**config.mk**
```make
export PLATFORM = sky130hd
export DESIGN_NAME = aurora_tx_gearbox_66to20
export DESIGN_NICKNAME = d
export VERILOG_FILES = /design/src/rtl/aurora_tx_gearbox_66to20.sv
export SDC_FILE = /design/constraint.sdc
export NUM_CORES = 1
export LEC_CHECK = 0
export BUFFER_PORTS_ARGS = -buffer_cell sky130_fd_sc_hd__buf_2
export CAP_MARGIN = 10
export CORE_AREA = 4 4 123 125
export CTS_CLUSTER_SIZE = 24
export DETAILED_ROUTE_END_ITERATION = 6
export DIE_AREA = 0 0 127 129
export PLACE_DENSITY_LB_ADDON = 0.25
export SYNTH_ARGS = -nofsm -noshare
export SYNTH_HDL_FRONTEND = slang
export SYNTH_SLANG_ARGS = --single-unit
```
**constraint.sdc**
```tcl
create_clock -name SER_WORD_CLK -period 2.35 [get_ports SER_WORD_CLK]
set_clock_uncertainty 0.1 [all_clocks]
set_input_delay 0.1175 -clock SER_WORD_CLK [delete_from_list [all_inputs] [get_ports SER_WORD_CLK]]
set_output_delay 0.1175 -clock SER_WORD_CLK [all_outputs]
set_load 0.05 [all_outputs]
```
**src/rtl/aurora_tx_gearbox_66to20.sv**
```systemverilog
`default_nettype none
// ============================================================================
// aurora_tx_gearbox_66to20 - per-lane 66b->20b Aurora TX gearbox with idle fill;
// define AURORA_TX_SCRAMBLER_EN to scramble payloads (x^58+x^39+1).   Rev 1.0
// ============================================================================
module aurora_tx_gearbox_66to20 #(
  parameter logic [1:0]  IDLE_HDR     = 2'b10,
  parameter logic [63:0] IDLE_PAYLOAD = 64'h7800_0000_0000_0000
) (
  input  logic        SER_WORD_CLK,
  input  logic        RST_B,
  input  logic        LANE_EN,
  input  logic [1:0]  BLK_HDR,
  input  logic [63:0] BLK_DATA,
  input  logic        BLK_VALID,
  output logic        BLK_READY,
  output logic [19:0] SER_WORD,
  output logic        IDLE_INS
);

  localparam logic [6:0] WORD_BITS = 7'd20;
  localparam logic [6:0] LOAD_GAIN = 7'd46;

  logic [64:0] buf_q, buf_d;
  logic [6:0]  cnt_q, cnt_d;
  logic [19:0] word_q, word_d;
  logic        idle_q, idle_d;
  logic        need_load;
  logic [1:0]  hdr_sel;
  logic [63:0] pay_sel;
  logic [63:0] pay_tx;
  logic [84:0] cat;

  assign need_load = (cnt_q < WORD_BITS);
  // Reset term keeps READY low the instant RST_B falls, without waiting for an edge.
  assign BLK_READY = LANE_EN & RST_B & need_load;
  assign hdr_sel   = BLK_VALID ? BLK_HDR  : IDLE_HDR;
  assign pay_sel   = BLK_VALID ? BLK_DATA : IDLE_PAYLOAD;

`ifdef AURORA_TX_SCRAMBLER_EN
  logic [57:0] scr_q, scr_d;

  always_comb begin
    scr_d  = scr_q;
    pay_tx = '0;
    for (int i = 63; i >= 0; i--) begin
      pay_tx[i] = pay_sel[i] ^ scr_d[38] ^ scr_d[57];
      scr_d     = {scr_d[56:0], pay_tx[i]};
    end
  end

  always_ff @(posedge SER_WORD_CLK or negedge RST_B) begin
    if (!RST_B) begin
      scr_q <= '1;
    end else if (!LANE_EN) begin
      scr_q <= '1;
    end else if (need_load) begin
      scr_q <= scr_d;
    end
  end
`else
  assign pay_tx = pay_sel;
`endif

  // Residue stays left-aligned with zeros below it, so OR-merging the shifted block is exact.
  always_comb begin
    cat    = {buf_q, 20'b0} | ({hdr_sel, pay_tx, 19'b0} >> cnt_q);
    buf_d  = buf_q;
    cnt_d  = cnt_q;
    word_d = word_q;
    idle_d = 1'b0;
    if (!LANE_EN) begin
      buf_d  = '0;
      cnt_d  = '0;
      word_d = '0;
    end else if (!need_load) begin
      word_d = buf_q[64:45];
      buf_d  = {buf_q[44:0], 20'b0};
      cnt_d  = cnt_q - WORD_BITS;
    end else begin
      word_d = cat[84:65];
      buf_d  = cat[64:0];
      cnt_d  = cnt_q + LOAD_GAIN;
      idle_d = ~BLK_VALID;
    end
  end

  always_ff @(posedge SER_WORD_CLK or negedge RST_B) begin
    if (!RST_B) begin
      buf_q  <= '0;
      cnt_q  <= '0;
      word_q <= '0;
      idle_q <= 1'b0;
    end else begin
      buf_q  <= buf_d;
      cnt_q  <= cnt_d;
      word_q <= word_d;
      idle_q <= idle_d;
    end
  end

  assign SER_WORD = word_q;
  assign IDLE_INS = idle_q;

endmodule
`default_nettype wire

```
-- Word-level counts from Yosys, hierarchy flattened
Cells that the tools add are included.
- div/mod/pow operators: 0
- bitwise gates (word level): 4
- $mul: 0
- equality and inequality tests: 0
- shift operators: 1
- $add $sub $neg: 2
- reductions and logical operators: 0
- magnitude comparators: 1
- mux-type cells: 10
- operator list (operator ; number):
    65-bit 2-to-1 mux ; 2
    85-bit bitwise OR ; 1
    85-bit by 7-bit right shift with 85-bit output ; 1
    64-bit 2-to-1 mux ; 1
    20-bit 2-to-1 mux ; 2
    7-bit 2-to-1 mux ; 2
    7-bit by 6-bit adder with 7-bit output (second input constant) ; 1
    7-bit by 5-bit less-than comparator with 1-bit output (second input constant) ; 1
    7-bit by 5-bit subtractor with 7-bit output (second input constant) ; 1
    1-bit AND ; 2
    1-bit 2-to-1 mux ; 2
    2-bit 2-to-1 mux ; 1
    1-bit inverter ; 1
- memories: 0
- bits in latches: 0
- output and inout bits: 22
- bits of input ports: 70
- memory bits (writable): 0
- bits in read-only memories: 0
- logic and storage cells: 22
- bits in registers: 93

-- Depth between registers and ports, before layout
Gate-level depths: netlist of the first run.
- word-level depth: 5
- gate-level depth with buffers: 9
- mapped depth without buffers: 6

-- Worst setup path before layout of the first run
No wires, ideal clock.
- kind: reg-to-reg
- start point: register cnt_q[3]
- end point: register cnt_q[4]
- arrival time: 1.629 ns
- setup slack: 0.500 ns
- library setup time: 0.122 ns
- required time: 2.128 ns
- path buffers: 3
- stages on the path, launching flop included: 9
- period minus slack after synthesis: 1.850 ns
- cell sequence: dfrtp_1 buf_2 buf_2 inv_2 clkbuf_1 ha_1 a21boi_0 xnor2_1 nor2_1
- longest elaborated chain between the ends: 3
- elaborated cells between the ends (all ways): 5
- classes of those cells: add/sub (2); order compare (1); mux (2)
- ends and longest elaborated chain (element ; line ; source):
    start: declaration ; 25 ; logic [6:0] cnt_q, cnt_d;
    start signal: assignment ; 96 ; cnt_q <= cnt_d;
    7-bit by 5-bit subtractor with 7-bit output, or another cell as far along ; 79 ; cnt_d = cnt_q - WORD_BITS;
    7-bit 2-to-1 mux * ; 76 ; end else if (!need_load) begin
    7-bit 2-to-1 mux * ; 72 ; if (!LANE_EN) begin
    net cnt_d[4] ; 25 ;
Mark *: on every way through the listed nets, which the timed path passes. The rest lies on a longest branch.

-- Worst setup path in the final report of the first run
- start point: register cnt_q[2]
- end point: output port BLK_READY
- longest elaborated chain between the ends: 2
- ends and longest elaborated chain (element ; line ; source):
    7-bit by 5-bit less-than comparator with 1-bit output ; 34 ; assign need_load = (cnt_q < WORD_BITS);
    1-bit AND ; 36 ; assign BLK_READY = LANE_EN & RST_B & need_load;
    end: declaration ; 16 ; output logic BLK_READY,
No other way between the ends.

==> impl_metrics.tcl, run 1 <==
set metrics [dict create \
    grt_pass1_vias 5894 \
    timing_max_transition_violations_final 0 \
    tritoncts_clock_tree "built" \
    p_switching_mw 4.769 \
    via_per_inst 6.381 \
    synth_largest_type_area_fraction_pct 37.14 \
    finalCoreUtilization_pct 52.37 \
    layout_min_cycle_time_ps 2273 \
    synth.ff_latch_count 92 \
    status "complete, no violations" \
    globalRouteOverflowTotal 0 \
    clk_latency_ps 350 \
    setup.worst_path.class "reg -> out" \
    finalWeightedCongestion 0.9675 \
    worst_setup_hold_path_clk_slew_ps 70 \
    syn_nets 729 \
    fp.dieW_um 127 \
    stdcell_area_um2 7269 \
    cp.required_ps 2130 \
    combinationalPowerShare_pct 60.4 \
    ys_types 66 \
    yosys-top-cells-area "dfrtp_1, mux2i_1, o221ai_1" \
    vert_die_dim_um 129 \
    dp.final_hpwl_um 16790 \
    drtAntennaViolNets 0 \
    core-area_um2 13880 \
    max_clock_freq_mhz 440.0 \
    crit_fanout 15 \
    syn_inst 657 \
    maximum_number_of_pins_on_one_net_before_global_route_repair 40 \
    die_area_um2 16380 \
    synthTopCellsByCount "dfrtp_1, mux2i_1, nand2_1, nor2_1, o221ai_1" \
    vias 5941 \
    synthDominantAreaCellType "dfrtp_1" \
    detail_route.wl_per_cell_um 23.59 \
    post-synth-top-count-cell "dfrtp_1" \
    setup.worst_path.end_class "primary output" \
    fillers 1342 \
    post_route_cells_drive_above_1_share_pct 25.57 \
    grt_first_pass_wirelength_um 34000 \
    drcViolationCount 0 \
    slew_headroom_pct 60.84 \
    finish.net_count 818 \
    drtPass1Iterations 5 \
    port-buffer-count 91 \
    clock_power_share_pct 14.7 \
    ir_drop_mv 0.5522 \
    cts.sink_count 92 \
    sum_neg_setup_slack_ps 0 \
    most_used_flip_flop_cell_after_synthesis "dfrtp_1" \
    seq_area_frac_synth_pct 37.14 \
    power_switching_share_pct 48.58 \
    holdWs_ps 54.88 \
    min_path_type "in -> reg" \
    cell_internal_pwr_mw 5.048 \
    number_of_enable_flip_flop_cells_after_synthesis 0 \
    antenna_found_initial 0 \
    crit_arrival_ps 2060 \
    post_synth.cell_area_avg_um2 9.434 \
    report.power.total_mw 9.817 \
    syn_to_final_growth_pct 17.28 \
    share_seq_of_total_power_pct 25.0 \
    wl_um 21970 \
    setup_slack_ps 77.33 \
    cts-root-buf "clkbuf_16" \
    filler_free_cell_count_of_the_finished_design 931 \
    power-per-cell-area_nw_per_um2 1350 \
    cap_violations 0 \
    grt_setup_unrepaired "no" \
    num_antenna_cells 0 \
    pre_cts_slack_ps 34.55 \
    synth-warning-count 0 \
    critical_path.startpoint_type "flop" \
    worst-slew-pin-transition_ps 586.0 \
    longest_clk_path_bufs 2 \
    synthArstFlopShare_pct 100.0 \
    drt_iter0_drc 511 \
    dp_cells 914 \
    finalHoldViolations 0 \
    fp-row-count 43 \
    syn-cell-area_um2 6198 \
    top_level_ports 92 \
    r2r_setup_slack_ps 120 \
    report.final.setup_viol 0 \
    initial_core_utilization_pct 44.65 \
    placed_cell_area_um2 6945 \
    cts_made_buffers 9 \
    cts_htree_levels 3 \
    power.static_leakage_nw 3.255 \
    min_period_over_period_pct 96.71 \
    grt_usage_pct 27.05 \
]
power by group through the flow:
stage	Clock [mW]	Sequential (mW)	Combinational, mW
floorplan	0	2.88	3.52
global placement	0	2.46	5.76
detailed placement	0	2.47	5.77
CTS	1.46	2.44	5.79
global route	1.52	2.51	6.28
finish	1.44	2.45	5.92
area by class of cell:
class,instances,area [µm²],area share [%]
Clock inverter,7,66.31,0.9122
Tap cell,180,225.2,3.098
Clock buffer,9,225.2,3.098
Multi-Input combinational cell,492,3470,47.73
Sequential cell,92,2307,31.74
Inverter,9,33.78,0.4647
Timing Repair Buffer,142,942.2,12.96
worst max-delay path: stages (launching register included):
cell	delay (ps)
dfrtp_1	490
o21ai_2	240
and2_1	250
buf_4	260
and3_1	190
buf_2	260
placed cells by master, fill, tap and decap left out, drive strengths merged, types with 3 or more instances in the layout:
cell type and n:
a211oi 4, a21o 3, a21oi 31, a221o 6
a221oi 9, a22o 4, a22oi 8, a31oi 3
and2 3, and3 3, buf 141, clkbuf 9
dfrtp 92, inv 14, mux2 8, mux2i 82
mux4 6, nand2 67, nand2b 4, nand3 13
nor2 51, nor2b 6, nor3 4, o211a 3
o211ai 3, o21a 5, o21ai 48, o221a 4
o221ai 50, o22a 4, o22ai 38
worst paths after layout:
| kind | to | startpoint | depth (start not counted) |
|---|---|---|---|
| setup / recovery | BLK_READY | cnt_q[2] | 5 |
| max in group asynchronous | cnt_q[3] | RST_B | 3 |
| min in group asynchronous | SER_WORD[0] | RST_B | 2 |
| setup reg to reg | buf_q[12] | cnt_q[1] | 6 |
| hold reg to reg | buf_q[57] | buf_q[37] | 2 |
| hold / removal | buf_q[5] | BLK_DATA[0] | 3 |
cells by family (layout without fill, tap and decap cells):
kind of cell / Yosys count / count (layout) / share of synthesized area, %
flip-flops: 92 / 92 / 37.14
multiplexers: 96 / 96 / 16.94
adder cells (fa/ha/maj): 2 / 2 / 0.4036
buffers and inverters: 73 / 167 / 7.045
AO/OA/AOI/OAI: 233 / 233 / 27.03
other: 1 / 1 / 0.06050
AND/OR/NAND/NOR: 157 / 157 / 10.96
XOR/XNOR: 3 / 3 / 0.4240
metal layers:
| layer | track usage (%) | part of all wire, % |
|---|---|---|
| met1 | 34.56 | 40 |
| met2 | 43.09 | 47 |
| met3 | 5.562 | 7.0 |
| met4 | 14.95 | 6.0 |
| met5 | 0 | 0 |
state kept, by name (all words and copies together) (netlist names):
signal and count:
SER_WORD 20, cnt_q 6, buf_q 65, IDLE_INS 1
what timing repair did:
action | CTS | global route
resized for setup | 0 | 5
setup endpoints to repair | 0 | 4
hold endpoints to repair | 24 | 0
setup buffers | 0 | 0
hold buffers | 1 | 0
(Power assumes the default switching activity.)
==> run 2: changes to the inputs <==
- PLACE_DENSITY_LB_ADDON: 0.25 -> default
==> run 2 against run 1 <==
Compared with the run above: count of clock-buffer cells in the layout is the same; routed wire length rose by 3.7%; clock power rose by 5%; via count grew 1.4%; utilization rose by 0.45 points.
==> impl_metrics.tcl, run 2 (synthesized netlist as in run 1, its figures left out) <==
set metrics [dict create \
    status "complete, no violations" \
    drtAntennaViolNets 0 \
    wl_um 22780 \
    drcViolationCount 0 \
    detail_route.wl_per_cell_um 24.54 \
    min_period_over_period_pct 97.95 \
    cts_htree_levels 3 \
    min_path_type "in -> reg" \
    max_stage_delay_ps 560 \
    sum_neg_setup_slack_ps 0 \
    stdcell_area_um2 7332 \
    worst_setup_hold_path_clk_slew_ps 70 \
    core-area_um2 13880 \
    ir_drop_mv 0.6154 \
    maximum_number_of_pins_on_one_net_before_global_route_repair 45 \
    post_route_cells_drive_above_1_share_pct 25.97 \
    placed_cell_area_um2 6938 \
    critical_path.startpoint_type "flop" \
    cap_violations 0 \
    grt_usage_pct 27.75 \
    pre_cts_slack_ps -68.11 \
    cts.sink_count 92 \
    fillers 1313 \
    initial_core_utilization_pct 44.65 \
    via_per_inst 6.494 \
    finish.net_count 814 \
    worst-path-buf-inv 3 \
    setup_slack_ps 48.14 \
    timing_max_transition_violations_final 0 \
    crit_fanout 20 \
    setup.worst_path.class "reg -> reg" \
    crit_arrival_ps 2400 \
    report.final.setup_viol 0 \
    ff_latch_area_um2 2307 \
    final_cell_mix "dfrtp_1, buf_2, mux2i_1, nand2_1, nor2_1" \
    setup.worst_path.end_class "flop" \
    largest_register_ff_count 65 \
    drt_iter0_drc 655 \
    globalRouteOverflowTotal 0 \
    vias 6026 \
    top_level_ports 92 \
    cts_made_buffers 9 \
    cp.required_ps 2450 \
    register_with_the_highest_flop_count "buf_q" \
    drtPass1Iterations 6 \
    finalHoldViolations 0 \
    finalCoreUtilization_pct 52.82 \
    critPathSlowestCell "dfrtp_4" \
    holdWs_ps 20.84 \
    power-per-cell-area_nw_per_um2 1361 \
    worst-slew-pin-transition_ps 641.4 \
    port-buffer-count 91 \
    grt_pass1_vias 6015 \
    path_delay_family "compound AO/OA/AOI/OAI gates" \
    antenna_found_initial 2 \
    grt_setup_unrepaired "no" \
    syn_to_final_growth_pct 18.29 \
    longest_clk_path_bufs 2 \
    clk_latency_ps 350 \
    dp.final_hpwl_um 16920 \
    total_area_of_multi_input_combinational_cells_um2 3492 \
    grt_first_pass_wirelength_um 35010 \
    die_area_um2 16380 \
    max_clock_freq_mhz 434.4 \
    slew_headroom_pct 57.08 \
    fp-row-count 43 \
    vert_die_dim_um 129 \
    finalWeightedCongestion 0.9814 \
    power.static_leakage_nw 3.261 \
    layout_min_cycle_time_ps 2302 \
    tritoncts_clock_tree "built" \
    fp.dieW_um 127 \
    cts-root-buf "clkbuf_16" \
    path_cells "buf_12 -> buf_4 -> inv_2 -> o22a_1 -> nor2b_1 -> a211oi_1 -> o221ai_1" \
]
==> run 2: final cells by class <==
cell class	count	share of cell area, %
antenna	1	0.03413
clock buffer	9	3.072
clock inverter	7	1.126
inverter	9	0.4608
multi-input combinational	492	47.63
sequential	92	31.47
tap	180	3.072
timing repair buffer	138	13.14
==> run 2: worst paths after layout <==
path                                start     endpoint  slack (ps)  cells after the start
worst min register to register  buf_q[35]    buf_q[55]         360                      2
min in group asynchronous           RST_B    buf_q[48]         100                      2
worst min-delay path              LANE_EN     cnt_q[6]          20                      3
worst max register to register   cnt_q[1]    buf_q[60]          50                      7
max in group asynchronous           RST_B  SER_WORD[1]        1320                      3
worst max-delay path             cnt_q[1]    buf_q[60]          50                      7
==> run 2: repair_timing <==
action	CTS	global route
endpoints found under the hold margin	57	0
hold buffers	1	0
setup endpoints to repair	1	16
pin swaps	0	0
cloned	0	1
gates resized for setup	1	11
setup buffers	0	1
==> run 2: worst reg2reg max path: stages (launching register included) <==
cell	delay, ps
dfrtp_4	560
buf_12	210
buf_4	160
inv_2	120
o22a_1	250
nor2b_1	130
a211oi_1	410
o221ai_1	200
==> run 2: report_power, final <==
| group | switching (mW) | internal (mW) |
|---|---|---|
| sequential | 0.289 | 2.18 |
| clock | 0.665 | 0.843 |
| combinational | 3.84 | 2.16 |
==> run 2: stage by stage <==
stage / power, mW / cells
6_report: 9.978 / 928
2_1_floorplan: 6.402 / 657
3_5_place_dp: 8.244 / 908
4_1_cts: 9.767 / 925
3_3_place_gp: 8.212 / 908
5_1_grt: 10.47 / 928
==> run 2: routing by layer <==
layer,track usage (%),wire [µm],vias up
li1,-,-,2687
met1,34.16,8973,2935
met2,47.48,11190,340
met3,4.857,1557,62
met4,13.12,1040,2
met5,0,12,-
==> run 3: changes to the inputs <==
- SETUP_SLACK_MARGIN: default -> 0.3
==> run 3 against run 2 <==
Compared with the run above: largest power group unchanged; via count is 3.0% higher; utilization is 5.4 points higher; routed wire length is 3.5% higher; final cell count is 2.2% higher; cell area is 10% higher.
==> impl_metrics.tcl, run 3 (synthesized netlist as in run 1, its figures left out) <==
set metrics [dict create \
    status "complete, no violations" \
    drt_iter0_drc 824 \
    cts_made_buffers 9 \
    globalRouteOverflowTotal 0 \
    setup.worst_path.class "reg -> reg" \
    report.final.setup_viol 0 \
    timing.hold.worst_endpoint "cnt_q[6]" \
    cap_violations 0 \
    fp-row-count 43 \
    grt_usage_pct 28.27 \
    worst_setup_hold_path_clk_slew_ps 70 \
    ir_drop_mv 0.6678 \
    number_of_cells_traversed_by_the_worst_hold_path 3 \
    finish.net_count 834 \
    drcViolationCount 0 \
    reg2regPathDepth 7 \
    min_path_type "in -> reg" \
    cts.sink_count 92 \
    crit_fanout 8 \
    worst-slew-pin-transition_ps 804.3 \
    finalWeightedCongestion 0.9814 \
    cp.required_ps 2490 \
    critical_path.startpoint_type "flop" \
    finalHoldViolations 0 \
    r2r_setup_slack_ps 210 \
    tritoncts_clock_tree "built" \
    worst_min_delay_path_startpoint "LANE_EN" \
    dp.final_hpwl_um 16920 \
    gr-usage-met3_pct 4.691 \
    cts_htree_levels 3 \
    core-area_um2 13880 \
    mostFrequentLayoutCell "dfrtp_1" \
    drtPass1Iterations 5 \
    clk_latency_ps 360 \
    largest_register_ff_count 65 \
    setup.worst_path.start "cnt_q[1]" \
    final_cell_mix "dfrtp_1, buf_2, nand2_1, buf_4, nor2_1" \
    port-buffer-count 91 \
    wl_um 23560 \
    via_per_inst 6.550 \
    power.static_leakage_nw 3.439 \
    vert_die_dim_um 129 \
    gr-max-usage-layer "met2" \
    vias 6209 \
    drtAntennaViolNets 0 \
    longest_clk_path_bufs 2 \
    max_clock_freq_mhz 467.6 \
    gr-usage-met1_pct 34.91 \
    critical_path.reg2reg.endpoint "buf_q[21]" \
    crit_arrival_ps 2280 \
    timing_max_transition_violations_final 0 \
    min_period_over_period_pct 91.00 \
    post_route_cells_drive_above_1_share_pct 38.59 \
    initial_core_utilization_pct 44.65 \
    power-per-cell-area_nw_per_um2 1365 \
    cts-root-buf "clkbuf_16" \
    layout_min_cycle_time_ps 2139 \
    register_with_the_highest_flop_count "buf_q" \
    setup_slack_ps 211.5 \
    pre_cts_slack_ps -68.11 \
    critical_path.reg2reg.startpoint "cnt_q[1]" \
    setup.worst_path.end_class "flop" \
    detail_route.wl_per_cell_um 24.86 \
    grt_pass1_vias 6100 \
    antenna_found_initial 2 \
    sum_neg_setup_slack_ps 0 \
    top_level_ports 92 \
    fillers 1217 \
    syn_to_final_growth_pct 30.30 \
    grt_first_pass_wirelength_um 35690 \
    die_area_um2 16380 \
    fp.dieW_um 127 \
    grt_use_met2_pct 48.54 \
    slew_headroom_pct 46.18 \
    grt_setup_unrepaired "yes" \
    maximum_number_of_pins_on_one_net_before_global_route_repair 45 \
]
[run 3: stage by stage]
stage	hold slack, ps	util, %	instance area [µm²]	instances	total power [mW]
after floorplan	-278.1	-	6198	657	6.402
after global placement	-71.26	49.98	6938	908	8.212
after detailed placement	-71.13	49.98	6938	908	8.244
after CTS	27.63	54.33	7541	936	10.18
after global routing	43.24	58.18	8077	948	11.52
final	18.81	58.18	8077	948	11.02
[run 3: critical path, stage by stage (launching register included)]
cell     delay [ps]
dfrtp_4         570
buf_16          180
buf_4           160
mux2i_2         300
o22ai_2         170
mux2i_2         260
a21oi_1         110
o21a_1          170
[run 3: area by class of cell]
cell class / instances / area [µm²] / share of cell area (%)
Clock inverter: 7 / 82.58 / 1.022
Inverter: 9 / 36.28 / 0.4493
Antenna cell: 1 / 2.502 / 0.03098
Tap cell: 180 / 225.2 / 2.789
Sequential cell: 92 / 2307 / 28.57
Multi-Input combinational cell: 492 / 4006 / 49.60
Timing Repair Buffer: 158 / 1191 / 14.75
Clock buffer: 9 / 225.2 / 2.789
[run 3: how the worst max path moves through the flow]
stage	cells after the start	slack (ps)	endpoint
5_1_grt	7	180	buf_q[21]
2_1_floorplan	8	500	cnt_q[4]
6_report	7	210	buf_q[21]
3_3_place_gp	7	-80	buf_q[22]
4_1_cts	7	250	buf_q[18]
3_5_place_dp	7	-70	buf_q[22]
[run 3: what timing repair did]
| item | in CTS | in global routing |
|---|---|---|
| hold buffers | 1 | 0 |
| setup buffers | 10 | 8 |
| setup endpoints to repair | 65 | 59 |
| endpoints found under the hold margin | 57 | 0 |
| gates cloned | 1 | 3 |
| resized for setup | 48 | 86 |
| pin swaps | 4 | 10 |
[run 3: metal layers]
metal  vias to the layer above  wire length (µm)  share of wire (%)
met4                         2              1244                5.3
met3                        90              1881                8.0
met2                       390             11600                 49
li1                       2727                 -                  -
met5                         -                28               0.12
met1                      3000              8808                 37
[run 3: report_power, final]
group          internal [mW]  switching [mW]
clock                  0.843           0.672
sequential              2.18           0.287
combinational           2.77            4.27
total                   5.79            5.23
